<file path="src/rtl/adc_spi_cap_if.sv">
// adc_spi_cap_if: control and SPI signals of the ADC capture block.
interface adc_spi_cap_if #(parameter int ADC_RES = 12);
  logic start, cont, miso, sclk, cs_n, data_valid, busy;
  logic [ADC_RES-1:0] data_out;
  modport master(input start, cont, miso, output sclk, cs_n, data_out, data_valid, busy);
  modport slave(output start, cont, miso, input sclk, cs_n, data_out, data_valid, busy);
endinterface

</file>
<file path="src/rtl/adc_spi_cap.sv">
// adc_spi_cap: SPI ADC sampler framing lead/data/trail SCLK periods under cs_n.
// Define ADC_SPI_CAP_CONT_EN to let cont chain conversions straight out of QUIET.
module adc_spi_cap #(
  parameter int CLK_DIV = 4,
  parameter int ADC_RES = 12,
  parameter int LEAD_BITS = 3,
  parameter int TRAIL_BITS = 1,
  parameter int QUIET_CYCLES = 16,
  parameter int MISO_INV = 0
) (
  input logic clk,
  input logic reset,
  adc_spi_cap_if.master bus
);
  typedef enum logic [2:0] {IDLE, LEAD, DATA, TRAIL, QUIET} state_t;
  localparam state_t FIRST = LEAD_BITS != 0 ? LEAD : DATA;
  localparam state_t AFTER_DATA = TRAIL_BITS != 0 ? TRAIL : QUIET;
  localparam logic [7:0] DIV_L = 8'(CLK_DIV - 1);
  localparam logic [7:0] Q_L = 8'(QUIET_CYCLES - 1);
  localparam logic [4:0] LEAD_L = 5'(LEAD_BITS - 1);
  localparam logic [4:0] RES_L = 5'(ADC_RES - 1);
  localparam logic [4:0] TRAIL_L = 5'(TRAIL_BITS - 1);
  localparam bit INV = MISO_INV != 0;
`ifdef ADC_SPI_CAP_CONT_EN
  localparam bit CONT_EN = 1'b1;
`else
  localparam bit CONT_EN = 1'b0;
`endif
  state_t state, next;
  logic [7:0] div, div_d, qcnt, qcnt_d;
  logic [4:0] cnt, cnt_d;
  logic [ADC_RES-1:0] shadow, shadow_d, data_d;
  logic active, tick, rise, pend, last, sclk_d, cs_n_d, valid_d, busy_d;
  assign active = state inside {LEAD, DATA, TRAIL};
  assign tick = active && div == DIV_L;
  assign rise = tick && !bus.sclk;
  // a period ends on the tick that drops sclk back low
  assign pend = tick && bus.sclk;
  assign last = cnt == (state == LEAD ? LEAD_L : state == DATA ? RES_L : TRAIL_L);
  always_ff @(posedge clk or posedge reset)
    if (reset) state <= IDLE;
    else state <= next;
  always_comb begin
    next = state;
    case (state)
      IDLE: next = bus.start ? FIRST : IDLE;
      LEAD: next = pend && last ? DATA : LEAD;
      DATA: next = pend && last ? AFTER_DATA : DATA;
      TRAIL: next = pend && last ? QUIET : TRAIL;
      QUIET: next = qcnt == Q_L ? (CONT_EN && bus.cont ? FIRST : IDLE) : QUIET;
      default: next = IDLE;
    endcase
  end
  always_comb begin
    div_d = active && !tick ? div + 8'd1 : 8'd0;
    sclk_d = active && (bus.sclk ^ tick);
    cnt_d = next != state ? 5'd0 : pend ? cnt + 5'd1 : cnt;
    qcnt_d = state == QUIET && next == QUIET ? qcnt + 8'd1 : 8'd0;
    cs_n_d = !(next inside {LEAD, DATA, TRAIL});
    busy_d = next != IDLE;
    shadow_d = state == DATA && rise ? ADC_RES'({shadow, bus.miso ^ INV}) : shadow;
    valid_d = next == QUIET && state != QUIET;
    data_d = valid_d ? shadow : bus.data_out;
  end
  always_ff @(posedge clk or posedge reset)
    if (reset) begin
      div <= '0;
      qcnt <= '0;
      cnt <= '0;
      shadow <= '0;
      bus.sclk <= 1'b0;
      bus.cs_n <= 1'b1;
      bus.data_out <= '0;
      bus.data_valid <= 1'b0;
      bus.busy <= 1'b0;
    end else begin
      div <= div_d;
      qcnt <= qcnt_d;
      cnt <= cnt_d;
      shadow <= shadow_d;
      bus.sclk <= sclk_d;
      bus.cs_n <= cs_n_d;
      bus.data_out <= data_d;
      bus.data_valid <= valid_d;
      bus.busy <= busy_d;
    end
endmodule

</file>
<file path="src/flat_wrapper.sv">
// flat-port wrapper written by rule: the top's interface ports become plain ports
module adc_spi_cap_flat 
#(
  parameter int CLK_DIV = 4,
  parameter int ADC_RES = 12,
  parameter int LEAD_BITS = 3,
  parameter int TRAIL_BITS = 1,
  parameter int QUIET_CYCLES = 16,
  parameter int MISO_INV = 0
)
  (clk, reset, bus_start, bus_cont, bus_miso, bus_sclk, bus_cs_n, bus_data_out, bus_data_valid, bus_busy);
  adc_spi_cap_if #(.ADC_RES(ADC_RES)) bus_i ();
  input logic clk;
  input logic reset;
  input wire logic [$bits(bus_i.start)-1:0] bus_start;
  input wire logic [$bits(bus_i.cont)-1:0] bus_cont;
  input wire logic [$bits(bus_i.miso)-1:0] bus_miso;
  output wire logic [$bits(bus_i.sclk)-1:0] bus_sclk;
  output wire logic [$bits(bus_i.cs_n)-1:0] bus_cs_n;
  output wire logic [$bits(bus_i.data_out)-1:0] bus_data_out;
  output wire logic [$bits(bus_i.data_valid)-1:0] bus_data_valid;
  output wire logic [$bits(bus_i.busy)-1:0] bus_busy;
  assign bus_i.start = bus_start;
  assign bus_i.cont = bus_cont;
  assign bus_i.miso = bus_miso;
  assign bus_sclk = bus_i.sclk;
  assign bus_cs_n = bus_i.cs_n;
  assign bus_data_out = bus_i.data_out;
  assign bus_data_valid = bus_i.data_valid;
  assign bus_busy = bus_i.busy;
  adc_spi_cap #(.CLK_DIV(CLK_DIV), .ADC_RES(ADC_RES), .LEAD_BITS(LEAD_BITS), .TRAIL_BITS(TRAIL_BITS), .QUIET_CYCLES(QUIET_CYCLES), .MISO_INV(MISO_INV)) u_core (.clk(clk), .reset(reset), .bus(bus_i));
endmodule
</file>
<file path="config.mk">
export PLATFORM = sky130hd
export DESIGN_NAME = adc_spi_cap_flat
export DESIGN_NICKNAME = d
export VERILOG_FILES = /design/src/rtl/adc_spi_cap_if.sv /design/src/rtl/adc_spi_cap.sv /design/src/flat_wrapper.sv
export SDC_FILE = /design/constraint.sdc
export NUM_CORES = 1
export LEC_CHECK = 0
export CAP_MARGIN = 20
export CORE_MARGIN = 8
export CORE_UTILIZATION = 56
export DETAILED_ROUTE_END_ITERATION = 10
export PLACE_DENSITY = 0.78
export RECOVER_POWER = 50
export SYNTH_ARGS = -nofsm -noshare
export SYNTH_HDL_FRONTEND = slang
export SYNTH_SLANG_ARGS = --single-unit
</file>
<file path="constraint.sdc">
create_clock -name clk -period 2.98 [get_ports clk]
set_input_delay 0.745 -clock clk [delete_from_list [all_inputs] [get_ports clk]]
set_output_delay 0.745 -clock clk [all_outputs]
set_load 0.02 [all_outputs]
</file>
==> metrics.txt <==
status complete, no violations; most common cell after layout, fill and taps aside dfrtp_1; FF+latch area 1300 µm²; cell count after synthesis 191; Crit. End Element flip-flop; VDD IR max 0.000539 V; FP Rows 23; diode count 0; Max-Cap Viols 0; via density per instance ~5.6; Non-Filler Instances roughly 270; Yosys Warn Count 0; wire per inst 16.5 µm; slew margin rel. 0.311; crit path DAT 2920 ps; Ports 21; Num CTS Buffers 5; clock share of power 0.274; CP Max Fanout 14; Avg Inst Size Synth around 12 µm²; Die ar. 6510 µm²; Root Buffer clkbuf_8; mapped cell area 2340 µm²; Die H 80.7 µm; Die W roughly 80 µm; DR pass1 iterations 4; RSZ-0062 raised after global routing no; Overflow after GRT 0; final setup fails 0; post-DP HPWL 3.13 mm; final worst path period need between 2000 and 3000 ps; setup TNS 0 ps; clock transition at the registers of the reported paths 90 ps; Setup CP Type flip-flop to flip-flop; LEAKAGE ~1.3 nW; Worst-Margin Slew 1030 ps; Synth Register Bits 52; Clock Latency Late Sink 300 ps; remaining antenna violation count 0; Reg power frac 0.509; Final Util 0.675; routed wire length 4.41 mm; CTS tree yes; Initial Util 0.585; Filler Cell Count 289; first-pass GRT wire length 7.37 mm; area of the multi-input gates 983 µm²; postcts setup bufs 0; Logic pwr share 0.216; largest net degree at the start of global routing 29; pwr dens 633 nW/µm²; Unique masters post-synth 36; Post-route DRC 0; H-tree levels 2; sequential fraction of the synthesis area 0.556; Sw Pwr between 500 and 600 µW; fin nets about 230; type of origin of the critical path flip-flop; HP Class flip-flop to flip-flop; number of global-route vias before repair between 1,000 and 1,500; CTS resizes 0; Tcrit/Tclk final 0.919; final instance area around 2700 µm²; initial drt markers 98; fraction of layout cells with a size suffix above 1 0.175; max-slew violations 0; Internal Pwr Total 1.19 mW; CTS Buffer Depth 2; initial antenna violation count 0; Post-Place Cells 259; Mapped Nets about 200; Pwr Total 1.71 mW; Layout area overhead 15.3%; Worst Clk Skew between 10 and 15 ps; Core Region 4000 µm²; hold buffer count at CTS 0; Sw Ratio 0.302; Worst Path Required 3160 ps; Placer Congestion 0.888; most frequent cells in the layout dfrtp_1, nor2_1, clkdlybuf4s50_1; placed cell area 2600 µm²; IO Port Bufs 19; overall fraction of global-route tracks in use 0.144; CTS Sinks 52; endpoints failing hold 0; Vias 1,485; max frequency 365 MHz
[cell type report]
cell class / instances / share of cell area
clock buffer: 6 / 0.0269
clock inverter: 2 / 0.0130
inverter: 6 / 0.00834
multi-input combinational: 127 / 0.364
sequential: 52 / 0.483
tap: 50 / 0.0232
timing repair buffer: 24 / 0.0816
[critical path: stages, from the launching register on]
cell      delay (ps)
dfrtp_1          400
ha_1             220
nor3b_1          190
nand2_1           90
nor2_1           150
ha_1             330
nor3b_4          340
nand4b_1         190
nand3b_4         350
mux2_4           370
[power by group through the flow]
stage | logic, mW | registers, mW | clock network, mW
after CTS | 0.370 | 0.869 | 0.482
after floorplan | 0.266 | 0.870 | 0
final | 0.370 | 0.871 | 0.469
after detailed placement | 0.365 | 0.882 | 0
after global routing | 0.414 | 0.884 | 0.509
after global placement | 0.339 | 0.874 | 0
[cells in the mapped netlist]
master | instances | area (µm²)
nor3_1 | 3 | 15.0
nand2_1 | 7 | 26.3
o211ai_1 | 1 | 7.51
a21oi_1 | 5 | 25.0
nor4_1 | 2 | 12.5
nor3b_1 | 2 | 15.0
mux2_2 | 16 | 180
nor2_1 | 25 | 93.8
nand4b_1 | 1 | 8.76
nand4_1 | 4 | 25.0
buf_6 | 1 | 11.3
mux2i_1 | 3 | 30.0
clkbuf_1 | 3 | 11.3
mux2_4 | 8 | 120
a21boi_0 | 1 | 7.51
a211oi_1 | 1 | 7.51
and3_1 | 5 | 31.3
and2_1 | 4 | 25.0
dfrtp_1 | 51 | 1280
nor3b_4 | 1 | 18.8
and4bb_2 | 1 | 12.5
nand3b_4 | 1 | 20.0
ha_1 | 5 | 62.6
nor2b_1 | 1 | 6.26
xnor2_1 | 6 | 52.6
nand3_1 | 4 | 20.0
o21ai_0 | 2 | 10.0
a2111oi_0 | 1 | 8.76
buf_2 | 2 | 10.0
inv_1 | 6 | 22.5
o22ai_1 | 1 | 6.26
a41oi_1 | 1 | 8.76
dfstp_2 | 1 | 26.3
xor2_1 | 11 | 96.3
nand2b_1 | 3 | 18.8
a2111o_1 | 1 | 11.3
[per-layer routing]
metal,vias to the layer above,global-route usage,wire (µm)
met5,-,0,0
li1,699,-,-
met3,8,0.0413,206
met2,41,0.235,2260
met1,737,0.179,1900
met4,0,0.0464,55
[through the flow]
step,setup slack [ps],hold WS [ps]
6_report,243,476
3_5_place_dp,314,467
5_1_grt,6.15,505
2_1_floorplan,557,425
4_1_cts,275,480
3_3_place_gp,385,437
[state kept, by name (all words and copies together) (netlist names)]
signal and count:
u_core.div 8, u_core.bus.data_out 12, u_core.bus.busy 1, u_core.bus.data_valid 1
u_core.bus.cs_n 1, u_core.bus.sclk 1, u_core.cnt 5, u_core.qcnt 8
u_core.shadow 12, u_core.state 3
[kinds of logic (layout without fill, tap and decap cells)]
kind of cell | Yosys count | after routing | synth area share
adder cells (fa/ha/maj) | 5 | 5 | 0.0267
buffers and inverters | 12 | 38 | 0.0235
AND/OR/NAND/NOR | 64 | 64 | 0.149
multiplexers | 27 | 27 | 0.141
AO/OA/AOI/OAI | 14 | 14 | 0.0396
XOR/XNOR | 17 | 17 | 0.0636
flip-flops | 52 | 52 | 0.556
[path summary, 6_finish.rpt]
check	start	endpoint	slack [ps]	cells past startpoint
min	u_core.qcnt[0]$_DFF_PP0_	u_core.qcnt[0]$_DFF_PP0_	480	1
max reg2reg	u_core.div[0]$_DFF_PP0_	u_core.bus.data_out[6]$_DFFE_PP0P_	240	9
min in group asynchronous	reset	u_core.state[0]$_DFF_PP0_	1120	2
max in group asynchronous	reset	u_core.div[4]$_DFF_PP0_	630	3
max	u_core.div[0]$_DFF_PP0_	u_core.bus.data_out[6]$_DFFE_PP0P_	240	9
min reg2reg	u_core.qcnt[0]$_DFF_PP0_	u_core.qcnt[0]$_DFF_PP0_	480	1
No activity file was read; power rests on OpenSTA's default activity.
